<file path="config.mk">
export PLATFORM = sky130hd
export DESIGN_NAME = i_cache_axi_rd_bridge_flat
export DESIGN_NICKNAME = d
export VERILOG_FILES = /design/src/rtl/i_cache_axi_rd_bridge_if.sv /design/src/rtl/i_cache_axi_rd_bridge.sv /design/src/flat_wrapper.sv
export SDC_FILE = /design/constraint.sdc
export NUM_CORES = 1
export LEC_CHECK = 0
export ABC_AREA = 1
export CORE_UTILIZATION = 40
export DETAILED_ROUTE_END_ITERATION = 10
export GPL_TIMING_DRIVEN = 0
export PLACE_DENSITY = 0.8
export REMOVE_ABC_BUFFERS = 1
export SYNTH_ARGS = -nofsm -noshare
export SYNTH_HDL_FRONTEND = slang
export SYNTH_SLANG_ARGS = --single-unit
export TNS_END_PERCENT = 5
</file>
<file path="constraint.sdc">
create_clock -name clk -period 5.7 [get_ports clk]
set_input_delay 0.57 -clock clk [delete_from_list [all_inputs] [get_ports clk]]
set_output_delay 0.57 -clock clk [all_outputs]
set_load 0.005 [all_outputs]
</file>
<file path="src/rtl/i_cache_axi_rd_bridge_if.sv">
// I-cache refill request/response and AXI4 read-channel signals for the refill bridge.
// "master" is the bridge's view; "slave" is the view of the cache plus AXI slave around it.
interface i_cache_axi_rd_bridge_if;
    logic        cache_read_ena;
    logic [63:0] cache_addr;
    logic [63:0] cache_or_data;
    logic        cache_in_ok;
    logic        axi_working_ti;
    logic        rd_err;

    logic        axi_ar_valid;
    logic        axi_ar_ready;
    logic [63:0] axi_ar_addr;
    logic [3:0]  axi_ar_id;
    logic [7:0]  axi_ar_len;
    logic [2:0]  axi_ar_size;
    logic [1:0]  axi_ar_burst;

    logic        axi_r_valid;
    logic        axi_r_ready;
    logic [63:0] axi_r_data;
    logic [1:0]  axi_r_resp;
    logic        axi_r_last;
    logic [3:0]  axi_r_id;

    modport master (
        input  cache_read_ena, cache_addr,
        output cache_or_data, cache_in_ok, axi_working_ti, rd_err,
        output axi_ar_valid, axi_ar_addr, axi_ar_id, axi_ar_len, axi_ar_size, axi_ar_burst,
        input  axi_ar_ready,
        input  axi_r_valid, axi_r_data, axi_r_resp, axi_r_last, axi_r_id,
        output axi_r_ready
    );

    modport slave (
        output cache_read_ena, cache_addr,
        input  cache_or_data, cache_in_ok, axi_working_ti, rd_err,
        input  axi_ar_valid, axi_ar_addr, axi_ar_id, axi_ar_len, axi_ar_size, axi_ar_burst,
        output axi_ar_ready,
        output axi_r_valid, axi_r_data, axi_r_resp, axi_r_last, axi_r_id,
        input  axi_r_ready
    );
endinterface

</file>
<file path="src/rtl/i_cache_axi_rd_bridge.sv">
// I-cache refill bridge: one single-beat 64-bit AXI4 read per request, result held
// on the cache side for RESP_HOLD cycles.
module i_cache_axi_rd_bridge #(
    parameter logic [3:0] AXI_ID    = 4'b0000,
    parameter int         RESP_HOLD = 3
) (
    input  logic                    clk,
    input  logic                    rst,
    i_cache_axi_rd_bridge_if.master bus
);
    typedef enum logic [1:0] {ST_IDLE, ST_AR, ST_R, ST_DONE} state_t;

    localparam logic [2:0] HOLD_LOAD = 3'(RESP_HOLD - 1);

    state_t      r_state, w_state_next;
    logic [63:0] r_ar_addr, w_ar_addr_next;
    logic [63:0] r_data, w_data_next;
    logic        r_err, w_err_next;
    logic        r_got_beat, w_got_beat_next;
    logic [2:0]  r_hold_cnt, w_hold_cnt_next;
    logic        r_ar_valid, r_r_ready, r_ok, r_busy;
    logic        w_beat_ok;
    logic [2:0]  w_unused_addr_lsb;

    assign w_unused_addr_lsb = bus.cache_addr[2:0];

    // Beats carrying a foreign ID are still handshaken in R, but never treated as ours.
    assign w_beat_ok = bus.axi_r_valid && (bus.axi_r_id == AXI_ID);

    always_comb begin
        w_state_next    = r_state;
        w_ar_addr_next  = r_ar_addr;
        w_data_next     = r_data;
        w_err_next      = r_err;
        w_got_beat_next = r_got_beat;
        w_hold_cnt_next = r_hold_cnt;
        case (r_state)
            ST_IDLE: begin
                if (bus.cache_read_ena) begin
                    w_state_next    = ST_AR;
                    w_ar_addr_next  = {bus.cache_addr[63:3], 3'b000};
                    w_got_beat_next = 1'b0;
                end
            end
            ST_AR: begin
                if (bus.axi_ar_ready) begin
                    w_state_next = ST_R;
                end
            end
            ST_R: begin
                if (w_beat_ok) begin
                    // Only the first matching beat is returned; any trailing beats are drained.
                    if (!r_got_beat) begin
                        w_data_next     = bus.axi_r_data;
                        w_err_next      = (bus.axi_r_resp != 2'b00);
                        w_got_beat_next = 1'b1;
                    end
                    if (bus.axi_r_last) begin
                        w_state_next    = ST_DONE;
                        w_hold_cnt_next = HOLD_LOAD;
                    end
                end
            end
            ST_DONE: begin
                if (r_hold_cnt == 3'd0) begin
                    w_state_next = ST_IDLE;
                    w_err_next   = 1'b0;
                end else begin
                    w_hold_cnt_next = r_hold_cnt - 3'd1;
                end
            end
            default: begin
                w_state_next = ST_IDLE;
            end
        endcase
    end

    // Handshake/status flags are registered decodes of the next state, so they are glitch-free.
    always_ff @(posedge clk or posedge rst) begin
        if (rst) begin
            r_state    <= ST_IDLE;
            r_ar_addr  <= 64'd0;
            r_data     <= 64'd0;
            r_err      <= 1'b0;
            r_got_beat <= 1'b0;
            r_hold_cnt <= 3'd0;
            r_ar_valid <= 1'b0;
            r_r_ready  <= 1'b0;
            r_ok       <= 1'b0;
            r_busy     <= 1'b0;
        end else begin
            r_state    <= w_state_next;
            r_ar_addr  <= w_ar_addr_next;
            r_data     <= w_data_next;
            r_err      <= w_err_next;
            r_got_beat <= w_got_beat_next;
            r_hold_cnt <= w_hold_cnt_next;
            r_ar_valid <= (w_state_next == ST_AR);
            r_r_ready  <= (w_state_next == ST_R);
            r_ok       <= (w_state_next == ST_DONE);
            r_busy     <= (w_state_next != ST_IDLE);
        end
    end

    assign bus.cache_or_data  = r_data;
    assign bus.cache_in_ok    = r_ok;
    assign bus.axi_working_ti = r_busy;
    assign bus.rd_err         = r_err;

    assign bus.axi_ar_valid   = r_ar_valid;
    assign bus.axi_ar_addr    = r_ar_addr;
    assign bus.axi_ar_id      = AXI_ID;
    assign bus.axi_ar_len     = 8'd0;
    assign bus.axi_ar_size    = 3'b011;
    assign bus.axi_ar_burst   = 2'b01;
    assign bus.axi_r_ready    = r_r_ready;
endmodule

</file>
<file path="src/flat_wrapper.sv">
// flat-port wrapper written by rule: the top's interface ports become plain ports
module i_cache_axi_rd_bridge_flat 
#(
    parameter logic [3:0] AXI_ID    = 4'b0000,
    parameter int         RESP_HOLD = 3
)
  (clk, rst, bus_cache_read_ena, bus_cache_addr, bus_cache_or_data, bus_cache_in_ok, bus_axi_working_ti, bus_rd_err, bus_axi_ar_valid, bus_axi_ar_addr, bus_axi_ar_id, bus_axi_ar_len, bus_axi_ar_size, bus_axi_ar_burst, bus_axi_ar_ready, bus_axi_r_valid, bus_axi_r_data, bus_axi_r_resp, bus_axi_r_last, bus_axi_r_id, bus_axi_r_ready);
  i_cache_axi_rd_bridge_if bus_i ();
  input  logic clk;
  input  logic rst;
  input wire logic [$bits(bus_i.cache_read_ena)-1:0] bus_cache_read_ena;
  input wire logic [$bits(bus_i.cache_addr)-1:0] bus_cache_addr;
  output wire logic [$bits(bus_i.cache_or_data)-1:0] bus_cache_or_data;
  output wire logic [$bits(bus_i.cache_in_ok)-1:0] bus_cache_in_ok;
  output wire logic [$bits(bus_i.axi_working_ti)-1:0] bus_axi_working_ti;
  output wire logic [$bits(bus_i.rd_err)-1:0] bus_rd_err;
  output wire logic [$bits(bus_i.axi_ar_valid)-1:0] bus_axi_ar_valid;
  output wire logic [$bits(bus_i.axi_ar_addr)-1:0] bus_axi_ar_addr;
  output wire logic [$bits(bus_i.axi_ar_id)-1:0] bus_axi_ar_id;
  output wire logic [$bits(bus_i.axi_ar_len)-1:0] bus_axi_ar_len;
  output wire logic [$bits(bus_i.axi_ar_size)-1:0] bus_axi_ar_size;
  output wire logic [$bits(bus_i.axi_ar_burst)-1:0] bus_axi_ar_burst;
  input wire logic [$bits(bus_i.axi_ar_ready)-1:0] bus_axi_ar_ready;
  input wire logic [$bits(bus_i.axi_r_valid)-1:0] bus_axi_r_valid;
  input wire logic [$bits(bus_i.axi_r_data)-1:0] bus_axi_r_data;
  input wire logic [$bits(bus_i.axi_r_resp)-1:0] bus_axi_r_resp;
  input wire logic [$bits(bus_i.axi_r_last)-1:0] bus_axi_r_last;
  input wire logic [$bits(bus_i.axi_r_id)-1:0] bus_axi_r_id;
  output wire logic [$bits(bus_i.axi_r_ready)-1:0] bus_axi_r_ready;
  assign bus_i.cache_read_ena = bus_cache_read_ena;
  assign bus_i.cache_addr = bus_cache_addr;
  assign bus_cache_or_data = bus_i.cache_or_data;
  assign bus_cache_in_ok = bus_i.cache_in_ok;
  assign bus_axi_working_ti = bus_i.axi_working_ti;
  assign bus_rd_err = bus_i.rd_err;
  assign bus_axi_ar_valid = bus_i.axi_ar_valid;
  assign bus_axi_ar_addr = bus_i.axi_ar_addr;
  assign bus_axi_ar_id = bus_i.axi_ar_id;
  assign bus_axi_ar_len = bus_i.axi_ar_len;
  assign bus_axi_ar_size = bus_i.axi_ar_size;
  assign bus_axi_ar_burst = bus_i.axi_ar_burst;
  assign bus_i.axi_ar_ready = bus_axi_ar_ready;
  assign bus_i.axi_r_valid = bus_axi_r_valid;
  assign bus_i.axi_r_data = bus_axi_r_data;
  assign bus_i.axi_r_resp = bus_axi_r_resp;
  assign bus_i.axi_r_last = bus_axi_r_last;
  assign bus_i.axi_r_id = bus_axi_r_id;
  assign bus_axi_r_ready = bus_i.axi_r_ready;
  i_cache_axi_rd_bridge #(.AXI_ID(AXI_ID), .RESP_HOLD(RESP_HOLD)) u_core (.clk(clk), .rst(rst), .bus(bus_i));
endmodule
</file>
* After elaboration in Yosys (flattened, before gate mapping)
Index checks and enable logic that the tools add are counted. Widths: inputs -> output; s select.
Word-level totals: memory bits (read-only) 0, memory bits (writable) 0, bits in latches 0, bits of input ports 140, memories 0, word-level logic and storage cells 54, register bits 136
Operators by class: bitwise operators 1, $mul 0, equality and inequality tests 12, divide/modulo/power cells 0, add/sub/neg operators 1, muxes and demuxes 17, reduce and logical (&&, ||, !) cells 13, $lt $le $gt $ge 0, shifts and indexed selects 0
Operators with widths (count):
- $mux 2 | 5
- $mux 3 | 3
- $eq 2x2->1 const B | 4
- $ne 2x2->1 const B | 4
- $pmux 2 s4 | 1
- $reduce_and 4->1 | 2
- $reduce_bool 2->1 | 4
- $pmux 3 s2 | 1
- $reduce_and 3->1 | 2
- $mux 1 | 5
- $eq 2x1->1 const B | 2
- $logic_not 4->1 | 1
- $ne 2x1->1 const B | 2
- $pmux 1 s2 | 2
- $logic_not 3->1 | 1
- $sub 3x1->3 const B | 1
- $logic_not 2->1 | 1
- $reduce_and 2->1 | 1
- $logic_and 1x1->1 | 1
- $not 1->1 | 1

* Longest topological paths before layout
Gate-level depths: netlist of run 1.
depth after elaboration 5, mapped depth 9, mapped depth without buffers 9

* Worst setup path before layout of run 1
OpenSTA, ideal clock, no wires.
path kind input to register, from in bus_axi_r_id[3], to reg u_core.r_data[0], in the netlist u_core.bus.cache_or_data[0], arrival time 1298 ps, slack 4285 ps, stages 8, path buffers 2, path through nor2_1 -> nand3_1 -> inv_1 -> nand3_2 -> buf_4 -> buf_6 -> nand2_1 -> o21ai_2
On the way: cells in the longest elaborated chain, start to end 3
RTL lines:
- start: declaration | RTL line flat_wrapper.sv:28 | input wire logic [$bits(bus_i.axi_r_id)-1:0] bus_axi_r_id;
- $logic_not 4->1 | RTL line i_cache_axi_rd_bridge.sv:28 | assign w_beat_ok = bus.axi_r_valid && (bus.axi_r_id == AXI_ID);
- $logic_and 1x1->1 | RTL line i_cache_axi_rd_bridge.sv:28
- $reduce_and 3->1 (no line)
- end signal: assignment | RTL line i_cache_axi_rd_bridge.sv:94 | r_data <= w_data_next;
- end: declaration | RTL line i_cache_axi_rd_bridge.sv:17 | logic [63:0] r_data, w_data_next;
No other way between the ends. A chain may end at the register's enable or synchronous reset.

* Final worst setup path of run 1
from reg u_core.r_state[0], to reg u_core.r_ar_addr[57], in the netlist u_core.bus.axi_ar_addr[57]
On the way: cells in the longest elaborated chain, start to end 2
RTL lines:
- start: declaration | RTL line i_cache_axi_rd_bridge.sv:15 | state_t r_state, w_state_next;
- start signal: assignment | RTL line i_cache_axi_rd_bridge.sv:92 | r_state <= w_state_next;
- $logic_not 2->1 | RTL line i_cache_axi_rd_bridge.sv:37 | case (r_state)
- $reduce_and 2->1 (no line)
- end signal: assignment | RTL line i_cache_axi_rd_bridge.sv:93 | r_ar_addr <= w_ar_addr_next;
- end: declaration | RTL line i_cache_axi_rd_bridge.sv:16 | logic [63:0] r_ar_addr, w_ar_addr_next;
No other way between the ends.

==> flow_metrics.env, run 1 <==
export IMPL_pin_count=290
export IMPL_yosys_area_share_simple_pct=18.6
export IMPL_drc=0
export IMPL_synth_compound_area_share_pct=10.4
export IMPL_slew_headroom_pct=19.0
export IMPL_diodes=0
export IMPL_dp_cells=1036
export IMPL_crit_path_end_kind="register"
export IMPL_rsz0062_at_grt="false"
export IMPL_cp_start_kind="register"
export IMPL_status="completed"
export IMPL_synthCells=615
export IMPL_path_max_fanout=64
export IMPL_path_class="reg -> reg"
export IMPL_post_drt_wl_per_cell_um=13.3
export IMPL_cts_buffers=17
export IMPL_power_density_nw_per_um2=494
export IMPL_hold_path_class="reg -> reg"
export IMPL_peakVddDrop_mv=0.242
export IMPL_seq_area_frac_synth_pct=58.8
export IMPL_grt_usage_pct=19.5
export IMPL_leakagePower_nw=4.48
export IMPL_yosysTopAreaCell="dfrtp_1"
export IMPL_rows=43
export IMPL_layout_nets=1017
export IMPL_antenna_found_initial=0
export IMPL_synth_top_family_by_area="simple AND/OR/NAND/NOR gates"
export IMPL_period_minus_slack_ns=2.88
export IMPL_cts_resized=0
export IMPL_cts_tree="done"
export IMPL_synth_area_leaders="dfrtp_1, nand2_1, o21ai_2, inv_1, buf_4"
export IMPL_firstDrtPassIters=4
export IMPL_synth_seq_cells=136
export IMPL_drive_gt1_share_pct=12.0
export IMPL_skew_ns=0.00647
export IMPL_cts_root_buf="clkbuf_16"
export IMPL_dieArea_um2=14900
export IMPL_required_ns=6.04
export IMPL_synth_xor_area_share_pct=0
export IMPL_area_growth_syn_to_layout_pct=55.9
export IMPL_via_per_inst=4.37
export IMPL_ant_nets=0
export IMPL_start_util_pct=41.4
export IMPL_netlist_cell_type_count=19
export IMPL_cts_hold_buf=0
export IMPL_drtIter0Drc=209
export IMPL_report_final_slew_viol_count=0
export IMPL_fmax_mhz=347
export IMPL_coreArea_um2=14000
export IMPL_cts_setup_buffers=0
export IMPL_maxCapViolCount=0
export IMPL_die_w_um=122
export IMPL_finalNonFillerCells=1068
export IMPL_htree_levels=4
export IMPL_syn_area_um2=5790
export IMPL_port_buffer_count=266
export IMPL_vias=4671
export IMPL_tns_ns=0
export IMPL_grt_pass1_vias=4470
export IMPL_grt_start_max_net_pins=97
export IMPL_die_height_um=122
export IMPL_yosys_area_top_type_share_pct=58.8
export IMPL_numClockSinks=136
export IMPL_gp_congestion=0.750
export IMPL_synth_mux_area_share_pct=0
export IMPL_dp_hpwl_um=10200
export IMPL_fin_crit_sh_pct=50.5
export IMPL_clock_path_buffers=2
export IMPL_grt_pass1_wl_um=21900
export IMPL_clk_latency_ns=0.42
export IMPL_avgSynthCellArea_um2=9.41
export IMPL_hold_viol=0
export IMPL_worst_pin_slew_ns=1.21
export IMPL_wl_um=14200
export IMPL_globalRoute_totalOverflow=0
export IMPL_synthAdderAreaFrac_pct=0.433
export IMPL_path_clk_slew_ns=0.05
export IMPL_setup_violations=0
export IMPL_crit_arrival_ns=3.22
export IMPL_yosys_warnings=0
==> per-stage QoR <==
stage | setup slack (ns) | hold WS (ns) | power [mW] | util [%] | cell area, µm²
final | 2.82 | 0.474 | 4.46 | 64.5 | 9020
after global routing | 2.52 | 0.488 | 4.77 | 64.5 | 9020
after CTS | 2.79 | 0.479 | 4.52 | 64.5 | 9020
after detailed placement | 2.38 | 0.464 | 3.43 | 60.4 | 8450
after global placement | -0.536 | 0.461 | 3.38 | 59.8 | 8360
after floorplan | 1.49 | 0.444 | 2.30 | - | 5470
==> metal layers <==
metal / up-vias / GRT usage, % / share of wire [%]
met4: 0 / 8.99 / 2.0
met2: 196 / 31.3 / 47
li1: 2333 / - / -
met3: 19 / 9.11 / 11
met1: 2123 / 21.8 / 39
met5: - / 0 / 0
==> critical path, cell delays in order (launching register included) <==
cell     delay [ns]
dfrtp_1        0.43
nor2_1         0.17
nand2_2        0.70
inv_2          1.12
nand2_1        0.18
nand2_1        0.11
==> flip-flops by register name, summed over array words and instances, names as in the netlist <==
name                       cells
u_core.bus.axi_working_ti      1
u_core.r_state                 2
u_core.r_got_beat              1
u_core.r_hold_cnt              3
u_core.bus.axi_r_ready         1
u_core.bus.axi_ar_valid        1
u_core.bus.cache_or_data      64
u_core.bus.cache_in_ok         1
u_core.bus.axi_ar_addr        61
u_core.bus.rd_err              1
==> final cells by class <==
| cell class | instances | area [µm²] |
|---|---|---|
| multi-input cells | 373 | 1790 |
| clock inverters | 13 | 130 |
| clock buffers | 19 | 443 |
| inverters | 78 | 298 |
| repair buffers | 269 | 2740 |
| flip-flops and latches | 136 | 3400 |
| well taps | 180 | 225 |
| fillers | 1162 | 4970 |
==> power breakdown <==
group / total [mW] / switching, mW / internal [mW]
Sequential: 1.64 / 0.233 / 1.40
Clock: 1.06 / 0.406 / 0.651
Combinational: 1.77 / 0.720 / 1.05
==> cells in the mapped netlist <==
cell type and count:
nand3_1 5, nand2_2 2, ha_1 2, nand3_2 1, nand2_1 263, inv_2 3, buf_2 6, a21oi_1 3
or2_2 1, buf_6 13, buf_4 27, nor2_1 5, o21ai_2 64, nand4_1 1, inv_1 75, nor2_4 1
o21ai_0 5, conb_1 2, dfrtp_1 136
==> cell families after synthesis <==
| family | count (synthesis) |
|---|---|
| compound gates | 72 |
| fa+ha+maj | 2 |
| buf+inv | 124 |
| flops | 136 |
| other cells | 2 |
| simple gates | 279 |
==> layout by cell type, fill, tap and decap left out, drive strengths merged <==
cell	instances
nand4	1
clkinv	8
or2	1
buf	3
nor2	6
nand2	265
ha	2
clkinvlp	3
conb	20
a21oi	3
clkbuf	19
dfrtp	136
bufinv	2
nand3	6
o21ai	69
clkdlybuf4s50	266
inv	78
==> worst paths after layout <==
path | start | slack (ns) | depth (start not counted) | to
min | u_core.bus.axi_ar_addr[61]$_DFFE_PP0P_ | 0.47 | 2 | u_core.bus.axi_ar_addr[61]$_DFFE_PP0P_
max in group asynchronous | rst | 4.38 | 3 | u_core.bus.cache_or_data[46]$_DFFE_PP0P_
min in group asynchronous | rst | 0.54 | 2 | u_core.bus.cache_or_data[31]$_DFFE_PP0P_
max reg2reg | u_core.r_state[0]$_DFF_PP0_ | 2.82 | 5 | u_core.bus.axi_ar_addr[57]$_DFFE_PP0P_
min reg2reg | u_core.bus.axi_ar_addr[61]$_DFFE_PP0P_ | 0.47 | 2 | u_core.bus.axi_ar_addr[61]$_DFFE_PP0P_
max | u_core.r_state[0]$_DFF_PP0_ | 2.82 | 5 | u_core.bus.axi_ar_addr[57]$_DFFE_PP0P_
No activity file was read; power rests on OpenSTA's default activity.
==> run 2: changes to the inputs <==
- clock period: 5.7 -> 2.9 ns (I/O delays scaled with it)
==> flow_metrics.env, run 2 (synthesis gave the netlist of run 1 again) <==
export IMPL_grt_usage_pct=19.4
export IMPL_worst_pin_slew_ns=1.24
export IMPL_crit_path_end_kind="register"
export IMPL_post_drt_wl_per_cell_um=13.3
export IMPL_antenna_found_initial=0
export IMPL_tns_ns=0
export IMPL_intPower_mw=6.09
export IMPL_grt_pass1_wl_um=21900
export IMPL_globalRoute_totalOverflow=0
export IMPL_mostFrequentLayoutCell="clkdlybuf4s50_1"
export IMPL_largest_reg_flops=64
export IMPL_fin_crit_sh_pct=87.9
export IMPL_slew_headroom_pct=17.2
export IMPL_slowest_delay_ns=0.85
export IMPL_cp_cell_sequence="nor2_1 -> nand2_2 -> inv_4 -> nand2_1 -> nand2_1"
export IMPL_vias=4676
export IMPL_fin_util_pct=64.5
export IMPL_crit_buf_inv=1
export IMPL_rsz0062_at_grt="false"
export IMPL_rows=43
export IMPL_fillers=1163
export IMPL_skew_ns=0.00643
export IMPL_layout_nets=1017
export IMPL_cp_start_kind="register"
export IMPL_leakagePower_nw=4.48
export IMPL_report_final_slew_viol_count=0
export IMPL_fmax_mhz=392
export IMPL_crit_top_cell="nand2_1"
export IMPL_cts_tree="done"
export IMPL_required_ns=3.24
export IMPL_wl_um=14200
export IMPL_path_class="reg -> reg"
export IMPL_via_per_inst=4.38
export IMPL_area_growth_syn_to_layout_pct=56.0
export IMPL_htree_levels=4
export IMPL_firstDrtPassIters=4
export IMPL_drtIter0Drc=182
export IMPL_switching_share_pct=30.5
export IMPL_grt_start_max_net_pins=97
export IMPL_holdWs_ns=0.253
export IMPL_drive_gt1_share_pct=12.0
export IMPL_ant_nets=0
export IMPL_start_util_pct=41.4
export IMPL_setup_violations=0
export IMPL_port_buffer_count=266
export IMPL_gp_congestion=0.750
export IMPL_peakVddDrop_mv=0.477
export IMPL_cp_top_family="simple AND/OR/NAND/NOR gates"
export IMPL_cp_slowest_cell="inv_4"
export IMPL_diodes=0
export IMPL_cts_root_buf="clkbuf_16"
export IMPL_p_seq_share_pct=36.7
export IMPL_power_mw=8.77
export IMPL_cts_hold_buf=0
export IMPL_grt_pass1_vias=4466
export IMPL_hold_viol=0
export IMPL_drc=0
export IMPL_path_max_fanout=64
export IMPL_multi_input_area_um2=1790
export IMPL_clockPowerShare_pct=23.7
export IMPL_clk_latency_ns=0.41
export IMPL_pin_count=290
export IMPL_cts_setup_buffers=0
export IMPL_die_height_um=122
export IMPL_hold_path_class="in -> async"
export IMPL_power_density_nw_per_um2=971
export IMPL_final_cell_mix="clkdlybuf4s50_1, nand2_1, dfrtp_1"
export IMPL_die_w_um=122
export IMPL_p_switching_mw=2.68
export IMPL_regArea_um2=3400
export IMPL_maxCapViolCount=0
export IMPL_period_minus_slack_ns=2.55
export IMPL_dieArea_um2=14900
export IMPL_numClockSinks=136
export IMPL_path_clk_slew_ns=0.05
export IMPL_coreArea_um2=14000
export IMPL_crit_arrival_ns=2.89
export IMPL_cts_buffers=17
export IMPL_status="completed"
export IMPL_clock_path_buffers=2
export IMPL_cts_resized=1
export IMPL_dp_hpwl_um=10200
export IMPL_pwr_share_comb_pct=39.6
-- run 2: final cells by class --
| cell class | instances | area share [%] |
|---|---|---|
| Sequential cell | 136 | 37.7 |
| Timing Repair Buffer | 269 | 30.3 |
| Multi-Input combinational cell | 373 | 19.8 |
| Clock buffer | 19 | 4.91 |
| Inverter | 78 | 3.33 |
| Tap cell | 180 | 2.50 |
| Clock inverter | 13 | 1.44 |
-- run 2: metrics by stage --
step           setup WS, ns  instance area [µm²]  std cells
6_report              0.352                 9020       1068
5_1_grt              0.0804                 9020       1068
4_1_cts               0.303                 9020       1068
3_5_place_dp         -0.138                 8450       1036
3_3_place_gp          -3.06                 8360       1033
2_1_floorplan         -1.03                 5470        587
-- run 2: worst paths after layout --
path | slack [ns] | endpoint | from | depth (start not counted)
max | 0.35 | u_core.bus.axi_ar_addr[57]$_DFFE_PP0P_ | u_core.r_state[0]$_DFF_PP0_ | 5
min | 0.25 | u_core.bus.cache_or_data[31]$_DFFE_PP0P_ | rst | 2
max reg2reg | 0.35 | u_core.bus.axi_ar_addr[57]$_DFFE_PP0P_ | u_core.r_state[0]$_DFF_PP0_ | 5
min reg2reg | 0.47 | u_core.bus.axi_ar_addr[61]$_DFFE_PP0P_ | u_core.bus.axi_ar_addr[61]$_DFFE_PP0P_ | 2
max in group asynchronous | 1.87 | u_core.bus.cache_or_data[46]$_DFFE_PP0P_ | rst | 3
min in group clk | 0.41 | u_core.bus.axi_ar_addr[32]$_DFFE_PP0P_ | bus_cache_addr[32] | 3
-- run 2: metal layers --
metal / vias up / global-route usage [%] / share of wire [%]
met3: 19 / 9.11 / 12
met1: 2124 / 22.0 / 39
met2: 200 / 31.1 / 47
li1: 2333 / - / -
met5: - / 0 / 0
met4: 0 / 8.99 / 2.1
-- run 2: power groups by stage --
stage	sequential (mW)	clock, mW	combinational [mW]
after detailed placement	3.23	0	3.51
final	3.22	2.08	3.47
after global placement	3.19	0	3.45
after global routing	3.32	2.21	3.85
after CTS	3.22	2.13	3.53
after floorplan	3.29	0	1.23
